## src/rtl/mips_state_dumper_pkg.sv

```systemverilog
// Shared types for the MIPS post-run state dumper: FSM state encodings, record kinds
// and the word-index to byte-address helper.
package mips_state_dumper_pkg;

    typedef enum logic [2:0] {
        S_IDLE     = 3'd0,
        S_REG_RD   = 3'd1,
        S_MEM_REQ  = 3'd2,
        S_MEM_WAIT = 3'd3,
        S_EMIT     = 3'd4,
        S_DONE     = 3'd5
    } state_e;

    localparam logic KIND_REG = 1'b0;
    localparam logic KIND_MEM = 1'b1;

    // Data memory is byte addressed; the scan walks whole words.
    function automatic logic [31:0] word_addr(input logic [15:0] idx);
        return {14'd0, idx, 2'b00};
    endfunction

endpackage

```

## src/rtl/mips_state_dumper_if.sv

```systemverilog
// Datapath read ports, control and record stream of the state dumper.
// master = dumper side, slave = datapath muxes plus record consumer.
interface mips_state_dumper_if #(
    parameter int DATA_W = 32
);
    logic              start;
    logic              done;
    logic              dumpActive;
    logic [4:0]        regAddr;
    logic [DATA_W-1:0] regData;
    logic [31:0]       memAddr;
    logic              memRead;
    logic              loadFullWord;
    logic [DATA_W-1:0] memData;
    logic              outValid;
    logic              outReady;
    logic              outIsMem;
    logic [15:0]       outIndex;
    logic [DATA_W-1:0] outData;

    modport master (
        input  start, regData, memData, outReady,
        output done, dumpActive, regAddr, memAddr, memRead, loadFullWord,
               outValid, outIsMem, outIndex, outData
    );

    modport slave (
        output start, regData, memData, outReady,
        input  done, dumpActive, regAddr, memAddr, memRead, loadFullWord,
               outValid, outIsMem, outIndex, outData
    );
endinterface

```

## src/rtl/mips_state_dumper.sv

```systemverilog
// Scans registers then data-memory words into tagged records: 2 cycles/register, 3/memory word.
// Records hold stable in EMIT while outReady is low; no memory read is issued during a stall.
module mips_state_dumper
    import mips_state_dumper_pkg::*;
#(
    parameter int NUM_REGS  = 32,
    parameter int MEM_WORDS = 64,
    parameter int DATA_W    = 32
) (
    input logic                 clk,
    input logic                 reset,
    mips_state_dumper_if.master dif
);

    localparam logic [15:0] LAST_REG = 16'(NUM_REGS - 1);
    localparam logic [15:0] LAST_MEM = 16'(MEM_WORDS - 1);
    localparam bit          HAS_MEM  = (MEM_WORDS != 0);

    state_e            state_q, state_d;
    logic [15:0]       idx_q, idx_d;
    logic [DATA_W-1:0] data_q, data_d;
    logic [15:0]       index_q, index_d;
    logic              is_mem_q, is_mem_d;
    logic              active;

    always_ff @(posedge clk or posedge reset) begin
        if (reset) begin
            state_q  <= S_IDLE;
            idx_q    <= '0;
            data_q   <= '0;
            index_q  <= '0;
            is_mem_q <= KIND_REG;
        end else begin
            state_q  <= state_d;
            idx_q    <= idx_d;
            data_q   <= data_d;
            index_q  <= index_d;
            is_mem_q <= is_mem_d;
        end
    end

    always_comb begin
        state_d  = state_q;
        idx_d    = idx_q;
        data_d   = data_q;
        index_d  = index_q;
        is_mem_d = is_mem_q;
        case (state_q)
            S_IDLE, S_DONE: begin
                if (dif.start) begin
                    state_d = S_REG_RD;
                    idx_d   = '0;
                end
            end
            S_REG_RD: begin
                data_d   = dif.regData;
                index_d  = idx_q;
                is_mem_d = KIND_REG;
                state_d  = S_EMIT;
            end
            S_MEM_REQ: begin
                state_d = S_MEM_WAIT;
            end
            S_MEM_WAIT: begin
                data_d   = dif.memData;
                index_d  = idx_q;
                is_mem_d = KIND_MEM;
                state_d  = S_EMIT;
            end
            S_EMIT: begin
                if (dif.outReady) begin
                    if (is_mem_q == KIND_REG) begin
                        if (idx_q < LAST_REG) begin
                            idx_d   = idx_q + 16'd1;
                            state_d = S_REG_RD;
                        end else begin
                            idx_d   = '0;
                            state_d = HAS_MEM ? S_MEM_REQ : S_DONE;
                        end
                    end else if (idx_q < LAST_MEM) begin
                        idx_d   = idx_q + 16'd1;
                        state_d = S_MEM_REQ;
                    end else begin
                        state_d = S_DONE;
                    end
                end
            end
            default: state_d = S_IDLE;
        endcase
    end

    // All outputs decode registered state, so an async reset clears them immediately.
    assign active           = (state_q != S_IDLE) && (state_q != S_DONE);
    assign dif.dumpActive   = active;
    assign dif.loadFullWord = active;
    assign dif.regAddr      = idx_q[4:0];
    assign dif.memAddr      = word_addr(idx_q);
    assign dif.memRead      = (state_q == S_MEM_REQ);
    assign dif.outValid     = (state_q == S_EMIT);
    assign dif.outIsMem     = is_mem_q;
    assign dif.outIndex     = index_q;
    assign dif.outData      = data_q;
    assign dif.done         = (state_q == S_DONE);

endmodule

```

## src/flat_wrapper.sv

```systemverilog
// flat-port wrapper written by rule: the top's interface ports become plain ports
module mips_state_dumper_flat import mips_state_dumper_pkg::*;
#(
    parameter int NUM_REGS  = 32,
    parameter int MEM_WORDS = 64,
    parameter int DATA_W    = 32
)
  (clk, reset, dif_start, dif_regData, dif_memData, dif_outReady, dif_done, dif_dumpActive, dif_regAddr, dif_memAddr, dif_memRead, dif_loadFullWord, dif_outValid, dif_outIsMem, dif_outIndex, dif_outData);
  mips_state_dumper_if #(.DATA_W(DATA_W)) dif_i ();
  input logic clk;
  input logic reset;
  input wire logic [$bits(dif_i.start)-1:0] dif_start;
  input wire logic [$bits(dif_i.regData)-1:0] dif_regData;
  input wire logic [$bits(dif_i.memData)-1:0] dif_memData;
  input wire logic [$bits(dif_i.outReady)-1:0] dif_outReady;
  output wire logic [$bits(dif_i.done)-1:0] dif_done;
  output wire logic [$bits(dif_i.dumpActive)-1:0] dif_dumpActive;
  output wire logic [$bits(dif_i.regAddr)-1:0] dif_regAddr;
  output wire logic [$bits(dif_i.memAddr)-1:0] dif_memAddr;
  output wire logic [$bits(dif_i.memRead)-1:0] dif_memRead;
  output wire logic [$bits(dif_i.loadFullWord)-1:0] dif_loadFullWord;
  output wire logic [$bits(dif_i.outValid)-1:0] dif_outValid;
  output wire logic [$bits(dif_i.outIsMem)-1:0] dif_outIsMem;
  output wire logic [$bits(dif_i.outIndex)-1:0] dif_outIndex;
  output wire logic [$bits(dif_i.outData)-1:0] dif_outData;
  assign dif_i.start = dif_start;
  assign dif_i.regData = dif_regData;
  assign dif_i.memData = dif_memData;
  assign dif_i.outReady = dif_outReady;
  assign dif_done = dif_i.done;
  assign dif_dumpActive = dif_i.dumpActive;
  assign dif_regAddr = dif_i.regAddr;
  assign dif_memAddr = dif_i.memAddr;
  assign dif_memRead = dif_i.memRead;
  assign dif_loadFullWord = dif_i.loadFullWord;
  assign dif_outValid = dif_i.outValid;
  assign dif_outIsMem = dif_i.outIsMem;
  assign dif_outIndex = dif_i.outIndex;
  assign dif_outData = dif_i.outData;
  mips_state_dumper #(.NUM_REGS(NUM_REGS), .MEM_WORDS(MEM_WORDS), .DATA_W(DATA_W)) u_core (.clk(clk), .reset(reset), .dif(dif_i));
endmodule
```

## config.mk

```make
export PLATFORM = sky130hd
export DESIGN_NAME = mips_state_dumper_flat
export DESIGN_NICKNAME = d
export VERILOG_FILES = /design/src/rtl/mips_state_dumper_pkg.sv /design/src/rtl/mips_state_dumper_if.sv /design/src/rtl/mips_state_dumper.sv /design/src/flat_wrapper.sv
export SDC_FILE = /design/constraint.sdc
export NUM_CORES = 1
export LEC_CHECK = 0
export CAP_MARGIN = 25
export CORE_ASPECT_RATIO = 1.2
export CORE_MARGIN = 2
export CORE_UTILIZATION = 44
export CTS_CLUSTER_SIZE = 28
export DETAILED_ROUTE_END_ITERATION = 10
export PLACE_DENSITY = 0.93
export SLEW_MARGIN = 40
export SYNTH_ARGS = -nofsm -noshare
export SYNTH_HDL_FRONTEND = slang
export SYNTH_SLANG_ARGS = --single-unit
```

## constraint.sdc

```tcl
create_clock -name clk -period 4.8 [get_ports clk]
set_input_delay 1.2 -clock clk [delete_from_list [all_inputs] [get_ports clk]]
set_output_delay 1.2 -clock clk [all_outputs]
set_load 0.1 [all_outputs]
```

==> results.md <==
- H-tree depth: 3
- Max IR drop VDD: 0.444 mV
- Post-Syn Area: 3300 sq um
- Worst setup SP type: flip-flop
- DP HPWL: 5.72 mm
- CTS root buf: clkbuf_8
- Number of diodes: 0
- CP required: 3.60 ns
- Core Area: 7270 sq um
- Total grt overflow: 0
- Pins Over Slew Limit: 0
- Routed wire length: 7.61 mm
- Status: complete, no violations
- Aggregate global-route resource usage: 19.4%
- Routed len/inst: 14.7 um
- Compound-Gate Fraction of Synth Area: 11.5%
- Synth area leader: dfrtp_1
- Worst-Skew Late Latency: 0.34 ns
- Clock Skew: 0.0147 ns
- Grt met1 use: 21.4%
- Final worst path period share: 65.3%
- CP endpoint kind: output pin
- M2 GR Usage: 33.6%
- Postcts setup bufs: 0
- Mux cell area share after synthesis: 16.2%
- Layout cells sized above 1: 29.6%
- Syn avg cell area: 11.5 sq um
- Die area: 8200 sq um
- TritonCTS clock tree: done
- Pwr dens: 733 nW/um^2
- Hold Vio Cnt, Final: 0
- Number of I/O port buffers: 142
- Largest net degree at the start of global routing: 83
- Xor-xnor portion of the synthesized cell area: 0%
- Grt peak-use layer: met2
- Mapped Cells: 287
- DR pass1 iterations: 4
- Initial antenna violation count: 0
- Adder-Cell Fraction of Synth Area: 0.380%
- Seq/Total Area, Yosys: 51.6%
- CTS max path bufs: 2
- Fill cells: 592
- Synth unique cells: 44
- # IOs: 159
- Synth Flop Type: dfrtp_1
- NumNets Final: 490
- Worst hold path class: reg2reg
- Post-synth EDFFs: 0
- Met3 usage: 6.78%
- Sum Neg Setup Slack: 0 ns
- R2r worst-path depth: 6
- Vias in the first global route: 2593
- Cts bufs inserted: 9
- Endpoints failing setup: 0
- Placed Area: 4310 sq um
- 1st-iter DRT viols: 57
- Async S/R FF share, synth: 100%
- DR vias: 2558
- RSZ-0062 raised after global routing: no
- Setup CP Type: reg2out
- Post-Synth Simple-Gate Area: 12.7%
- FP Rows: 34
- Critical Path Fanout Max: 39
- Synth top area share: 51.6%
- Leakage: 2.18 nW
- Relative slew slack: 50.5%
- YS warnings: 0
- Max-cap violations: 0
- Final ANT Viol Nets: 0
- Final GP Congestion: 0.815
- DR DRC count: 0
- Routed vias/inst: 4.96
- Area delta synth->final: 36.2%
- Top cells by area, synth: dfrtp_1 (52%), mux2i_1 (10%), mux2_2 (5.8%)
- F_max: 319 MHz
- Die X: 83.0 um
- Post-route cell area: 4490 sq um
- Clk pin slew, worst setup/hold paths: 0.08 ns
- Slew @ Worst Pin: 0.742 ns
- CTS Hold Bufs: 0
- CTS resizes: 0
- Sink Count: 68
- Minimum clock period: 3.13 ns
- Largest family of logic cells by synthesized area: multiplexers
- First-pass GRT wire length: 12.7 mm
- Yosys reg bits: 68
- Flop2flop setup slack: 2.62 ns
- Hold path cells: 2
- Starting density of the core: 45.3%
- CP arrival: 1.93 ns
- Power, Total: 3.29 mW
- Die height: 98.8 um
[registers in the layout, summed over array words and instances, names as in the netlist]
register,flops
u_core.dif.outData,32
u_core.dif.outIndex,16
u_core.dif.outIsMem,1
u_core.idx_q,16
u_core.state_q,3
[cells in the mapped netlist (2+ instances only)]
cell type  instances
buf_4             22
nand3_1            2
a221o_1            2
a22o_1             3
mux2_2            17
clkbuf_1           8
nor3_1             2
a21oi_1            2
o311ai_0           2
nand2b_1           2
buf_2              5
and3_1             2
o21ai_0           33
and4_1             2
and2_1            11
nor4_4             2
nand2_2            2
dfrtp_1           68
nor2b_1            3
nor2_1             5
inv_1              2
nand2_1           36
mux2i_1           33
[cell type report]
| type | instances | area, sq um | area share, % |
|---|---|---|---|
| Clock buffer | 9 | 124 | 2.76 |
| Clock inverter | 7 | 55.1 | 1.23 |
| Inverter | 3 | 12.5 | 0.279 |
| Multi-Input combinational cell | 194 | 1410 | 31.3 |
| Sequential cell | 68 | 1700 | 37.9 |
| Tap cell | 90 | 113 | 2.51 |
| Timing Repair Buffer | 145 | 1080 | 24.0 |
[critical path: stages, from the launching register on]
cell	delay (ns)
dfrtp_2	0.37
buf_4	0.48
nor3b_1	0.38
buf_4	0.36
[layer usage]
metal,vias up,wire (um)
met5,-,0
met4,0,197
met3,18,536
met2,105,4010
met1,1203,2860
li1,1232,-
[per-stage QoR]
stage                     setup WS [ns]  utilization, %  instances  hold slack [ns]
after floorplan                   0.733               -        302            0.649
after global placement             1.50            64.2        500            0.464
after detailed placement           1.84            59.2        500            0.465
after CTS                          1.62            61.7        516            0.484
after global routing               1.55            61.7        516            0.511
final                              1.67            61.7        516            0.476
[power by group]
part	switching, mW	internal (mW)
Clock	0.232	0.193
Sequential	0.0914	0.730
Combinational	1.71	0.335
Total	2.03	1.26
[worst paths after layout]
path / start / end
setup / recovery: u_core.state_q[1] / dif_memRead
hold / removal: u_core.dif.outData[4] / u_core.dif.outData[4]
setup reg to reg: u_core.idx_q[0] / u_core.idx_q[5]
hold reg to reg: u_core.dif.outData[4] / u_core.dif.outData[4]
max in group asynchronous: reset / u_core.state_q[1]
min in group asynchronous: reset / u_core.state_q[2]
[kinds of logic (layout without fill, tap and decap cells)]
logic type      count (synthesis)  in the layout
simple gates                   74             74
flops                          68             68
mux                            51             51
compound gates                 52             52
fa+ha+maj                       1              1
buf+inv                        40            164
other cells                     1             16
[placed cells by master, fill, tap and decap left out, types with 2 or more instances in the layout]
| cell type | instances |
|---|---|
| a22o_1 | 3 |
| clkinvlp_4 | 2 |
| clkdlybuf4s50_1 | 67 |
| nand2_1 | 36 |
| nor3_1 | 2 |
| dfrtp_1 | 67 |
| nand3_1 | 2 |
| nor2_1 | 5 |
| conb_1 | 16 |
| and4_1 | 2 |
| a221o_1 | 2 |
| mux2i_1 | 33 |
| nor2b_1 | 3 |
| o311ai_0 | 2 |
| nand2_2 | 2 |
| nor4_4 | 2 |
| and2_1 | 11 |
| o21ai_0 | 33 |
| a21oi_1 | 2 |
| clkinv_2 | 2 |
| clkbuf_8 | 9 |
| and3_1 | 2 |
| buf_4 | 6 |
| mux2_2 | 17 |
| inv_6 | 4 |
| buf_2 | 72 |
(Power assumes the default switching activity.)
